## config.mk

```make
export PLATFORM = sky130hd
export DESIGN_NAME = sub16_serial
export DESIGN_NICKNAME = d
export VERILOG_FILES = /design/src/rtl/sub_pkg.sv /design/src/rtl/sub4bit.sv /design/src/rtl/sub16_serial.sv
export SDC_FILE = /design/constraint.sdc
export NUM_CORES = 1
export LEC_CHECK = 0
export CAP_MARGIN = 20
export CORE_MARGIN = 1
export CORE_UTILIZATION = 53
export CTS_CLUSTER_DIAMETER = 200
export DETAILED_ROUTE_END_ITERATION = 10
export PLACE_DENSITY = 0.84
export SYNTH_ARGS = -nofsm -noshare
export SYNTH_HDL_FRONTEND = slang
export SYNTH_SLANG_ARGS = --single-unit
```

## constraint.sdc

```tcl
create_clock -name clk -period 6.5 [get_ports clk]
set_input_delay 1.3 -clock clk [delete_from_list [all_inputs] [get_ports clk]]
set_output_delay 1.3 -clock clk [all_outputs]
set_load 0.05 [all_outputs]
```

## src/rtl/sub_pkg.sv

```systemverilog
// sub_pkg: shared state encoding and slice constants for the nibble-serial subtractor
package sub_pkg;
  localparam int SLICE = 4;
  localparam int NSLICE = 16 / SLICE;
  localparam int IDX_W = $clog2(NSLICE);
  typedef enum logic [1:0] {IDLE, RUN, DONE} state_t;
endpackage

```

## src/rtl/sub4bit.sv

```systemverilog
// sub4bit: 4-bit borrow-lookahead slice d = a - b - bin; ports a, b, bin in; d, p, g, bout out
module sub4bit (
  input  logic [3:0] a,
  input  logic [3:0] b,
  input  logic       bin,
  output logic [3:0] d,
  output logic       p,
  output logic       g,
  output logic       bout
);
  logic [3:0] pi, gi, c;
  logic cin;
  assign cin = ~bin;
  assign pi = a ^ ~b;
  assign gi = a & ~b;
  assign c[0] = cin;
  assign c[1] = gi[0] | pi[0] & cin;
  assign c[2] = gi[1] | pi[1] & gi[0] | pi[1] & pi[0] & cin;
  assign c[3] = gi[2] | pi[2] & gi[1] | pi[2] & pi[1] & gi[0] | pi[2] & pi[1] & pi[0] & cin;
  assign d = pi ^ c;
  assign p = &pi;
  assign g = gi[3] | pi[3] & gi[2] | pi[3] & pi[2] & gi[1] | pi[3] & pi[2] & pi[1] & gi[0];
  assign bout = ~(g | p & cin);
endmodule

```

## src/rtl/sub16_serial.sv

```systemverilog
// sub16_serial: nibble-serial d = a - b - bin with valid/ready handshakes; ports clk, reset, in_valid/in_ready/a/b/bin in, out_valid/out_ready/d/bout/zero/ovf out
module sub16_serial #(
  parameter int WIDTH = 16,
  parameter int SLICE = 4
) (
  input  logic             clk,
  input  logic             reset,
  input  logic             in_valid,
  output logic             in_ready,
  input  logic [WIDTH-1:0] a,
  input  logic [WIDTH-1:0] b,
  input  logic             bin,
  output logic             out_valid,
  input  logic             out_ready,
  output logic [WIDTH-1:0] d,
  output logic             bout,
  output logic             zero,
  output logic             ovf
);
  import sub_pkg::*;
  localparam int NS = WIDTH / SLICE;
  localparam int M = WIDTH - 1;
  state_t state, state_nx;
  logic [IDX_W-1:0] idx;
  logic [WIDTH-1:0] ra, rb, d_nx;
  logic borrow, last, s_p, s_g, s_bout;
  logic [SLICE-1:0] s_d;
  sub4bit u_slice (
    .a(ra[idx*SLICE +: SLICE]),
    .b(rb[idx*SLICE +: SLICE]),
    .bin(borrow),
    .d(s_d),
    .p(s_p),
    .g(s_g),
    .bout(s_bout)
  );
  assign last = idx == IDX_W'(NS - 1);
  assign in_ready = state == IDLE;
  assign out_valid = state == DONE;
  always_comb begin
    d_nx = d;
    d_nx[idx*SLICE +: SLICE] = s_d;
    state_nx = state == IDLE ? (in_valid ? RUN : IDLE) :
               state == RUN  ? (last ? DONE : RUN) :
                               (out_ready ? IDLE : DONE);
  end
  // borrow holds bin for slice 0, then the previous slice's borrow-out
  always_ff @(posedge clk) begin
    if (reset) begin
      state <= IDLE;
      idx <= '0;
      d <= '0;
      bout <= 1'b0;
      zero <= 1'b0;
      ovf <= 1'b0;
      borrow <= 1'b0;
    end else begin
      state <= state_nx;
      if (state == IDLE && in_valid) begin
        ra <= a;
        rb <= b;
        borrow <= bin;
        idx <= '0;
      end
      if (state == RUN) begin
        d <= d_nx;
        borrow <= s_bout;
        idx <= idx + IDX_W'(1);
        if (last) begin
          bout <= ~(s_g | s_p & ~borrow);
          zero <= d_nx == '0;
          ovf <= (ra[M] != rb[M]) && (d_nx[M] != ra[M]);
        end
      end
    end
  end
endmodule

```

==> flow_metrics.py <==
metrics = {
    "power_and_ir_drop": {
        "leakage_uw": 0.001179,
        "cellPowerDensity_nw_per_um2": 237.2,
        "vdd_ir_drop_max_mv": 0.1578,
        "p_total_uw": 775.3,
    },
    "yosys": {
        "syn_nets": 258,
        "synth.ff_latch_count": 56,
        "syn_area_um2": 2530,
        "yosysSeqAreaShare_pct": 56.97,
        "async_flop_share_pct": 0,
        "synthFlopType": "edfxtp_1",
        "avgSynthCellArea_um2": 12.10,
        "synth_edf_count": 32,
        "synthDistinctLibCells": 40,
        "ys_warn_count": 0,
        "synth_cells": 209,
    },
    "die": {
        "io_pins": 58,
        "start_util_pct": 56.54,
        "coreArea_um2": 4474,
        "die_h_um": 71.09,
        "die_x_um": 71.09,
        "dieArea_um2": 5054,
        "rows": 24,
    },
    "clocking": {
        "cts_hold_buf": 0,
        "cts_buffer_depth": 2,
        "worstSkewPairLatency_ps": 310,
        "clk_pin_slew_worst_paths_ps": 100,
        "cts_buffers": 5,
        "post_cts_buffers": 0,
        "tritoncts": "done",
        "h-tree-depth": 2,
        "cts.repair.resized": 0,
        "cts_sinks": 56,
        "root_buffer": "clkbuf_8",
    },
    "finish": {
        "most-common-layout-cells": "57 x clkdlybuf4s50_1, 32 x edfxtp_1, 30 x nor2_1",
        "final_layout_size_suffix_gt1_share_pct": 8.550,
        "n_antenna_cell": 0,
        "fin_cells": 321,
        "mostFrequentLayoutCell": "clkdlybuf4s50_1",
        "areaGrowthSynthToFinish_pct": 29.18,
        "multi_input_area_um2": 1020,
        "nFillCells": 326,
        "nets": 317,
        "ff_latch_area_um2": 1441,
        "postLayoutCoreUtil_pct": 73.04,
    },
    "status": {
        "violations": "design-rule violations",
        "outcome": "complete, but fails checks",
    },
    "grt": {
        "gr-usage-met3_pct": 5.698,
        "grt_antenna_before_repair": 0,
        "grt_max_degree": 27,
        "grt_overflow_total": 0,
        "use_met2_pct": 36.43,
        "grt_pass1_wl_um": 8107,
        "met1_usage_pct": 24.52,
        "grt-busiest-layer": "met2",
        "grt_use_total_pct": 20.86,
        "grt_pass1_vias": 1890,
    },
    "route": {
        "drt-pass1-iter-count": 7,
        "drtIter0Drc": 69,
        "drt_wl_total_um": 4820,
        "via_per_inst": 5.726,
        "drtAntennaViolNets": 0,
        "drc": 3,
        "wire_per_inst_um": 15.02,
        "vias": 1838,
    },
    "timing": {
        "period_share_pct": 49.20,
        "finalSetupViolations": 0,
        "grt_setup_unrepaired": "no",
        "period_needed_ps": 3198,
        "tightest_slew_ps": 945.9,
        "fmax_mhz": 312.7,
        "final-hold-violation-count": 0,
        "relSlewSlack_pct": 36.60,
        "final.setup.tns_ps": 0,
        "final_max_slew_viol_count": 0,
        "fin_skew_ps": 6.218,
    },
    "critical_path": {
        "critical_path.cell_chain": "mux4_2, fa_1, xor2_1, a21oi_1, or4_1, o41ai_2",
        "slowest_delay_ps": 900,
        "rr_startpoint": "idx[0]",
        "cp_max_fo": 18,
        "startpoint_type": "flop",
        "arrival_ps": 3420,
        "crit_family": "flip-flops",
        "critPathRequiredTime_ps": 6720,
        "crit_slowest_cell": "dfxtp_1",
        "path_class": "flop to flop",
        "worst_setup_path_end_kind": "flop",
        "cp_num_buf_inv": 0,
        "cp-startpoint": "idx[0]",
    },
    "placed_design": {
        "dp_cells": 313,
        "io_buffers": 57,
        "dp_hpwl_um": 3586,
        "gp_congestion": 0.8345,
    },
    "worst_hold_path": {
        "hold_class": "flop to flop",
        "holdCritStartpoint": "bout",
    },
    "flow_run": {
        "maxCapViolCount": 0,
    },
}
==> state kept, by name, summed over array words and instances (netlist names) <==
register	flops
borrow	1
bout	1
d	16
idx	2
ovf	1
ra	16
rb	16
state	2
zero	1
==> cell families after synthesis <==
| kind of cell | Yosys count | share of synthesized area [%] |
|---|---|---|
| AND/OR/NAND/NOR | 68 | 13.85 |
| flip-flops | 56 | 56.97 |
| AO/OA/AOI/OAI | 41 | 11.08 |
| buffers and inverters | 19 | 2.918 |
| adder cells (fa/ha/maj) | 12 | 6.231 |
| multiplexers | 10 | 7.913 |
| XOR/XNOR | 3 | 1.039 |
==> layer usage <==
layer  part of all wire [%]  vias up
met5                      0        -
met4                    1.9        0
met3                    5.0       12
met2                     51       63
met1                     42      866
li1                       -      897
==> tightest hold or removal path, delay by kind of cell, from the launching register on <==
kind,cells,cell delay (ps)
mux,1,70
simple gates,1,80
flops,1,340
==> cell type report <==
cell class | instances | share of cell area, %
clock buffers | 5 | 2.106
clock inverters | 3 | 1.302
inverters | 12 | 1.378
multi-input cells | 134 | 31.20
flip-flops and latches | 56 | 44.10
well taps | 52 | 1.991
repair buffers | 59 | 17.92
==> power breakdown <==
part / internal [µW] / total [µW] / switching, µW
sequential: 389 / 400 / 11.1
clock: 114 / 224 / 110
combinational: 68.5 / 151 / 82.1
total: 572 / 775 / 204
==> cells in the mapped netlist, drive strengths merged (2+ instances only) <==
cell type,n,area (µm²)
ha,11,137.6
o21ai,6,30.03
nor2,30,112.6
dfxtp,24,480.5
clkbuf,5,18.77
nand3b,2,15.01
nand2,8,30.03
nor3,8,45.04
nand2b,2,12.51
a22oi,12,90.09
edfxtp,32,960.9
mux4,8,180.2
a21oi,11,55.05
xor2,2,17.52
mux2i,2,20.02
nor4,3,18.77
and2,2,12.51
nor2b,4,25.02
buf,2,10.01
a211oi,4,30.03
inv,12,45.04
nor3b,2,15.01
==> through the flow <==
step	area, µm²	setup slack, ps	hold slack, ps
floorplan	2530	2115	510.4
global placement	3157	3095	497.5
detailed placement	3157	3060	492.4
CTS	3268	3299	515.2
global route	3268	3104	544.2
finish	3268	3302	510.5
==> path summary, 6_finish.rpt <==
check,to,slack [ps],cells past startpoint
worst min-delay path,bout,510,2
worst max-delay path,zero,3300,6
worst min register to register,bout,510,2
worst max register to register,zero,3300,6
No activity file was read; power rests on OpenSTA's default activity.
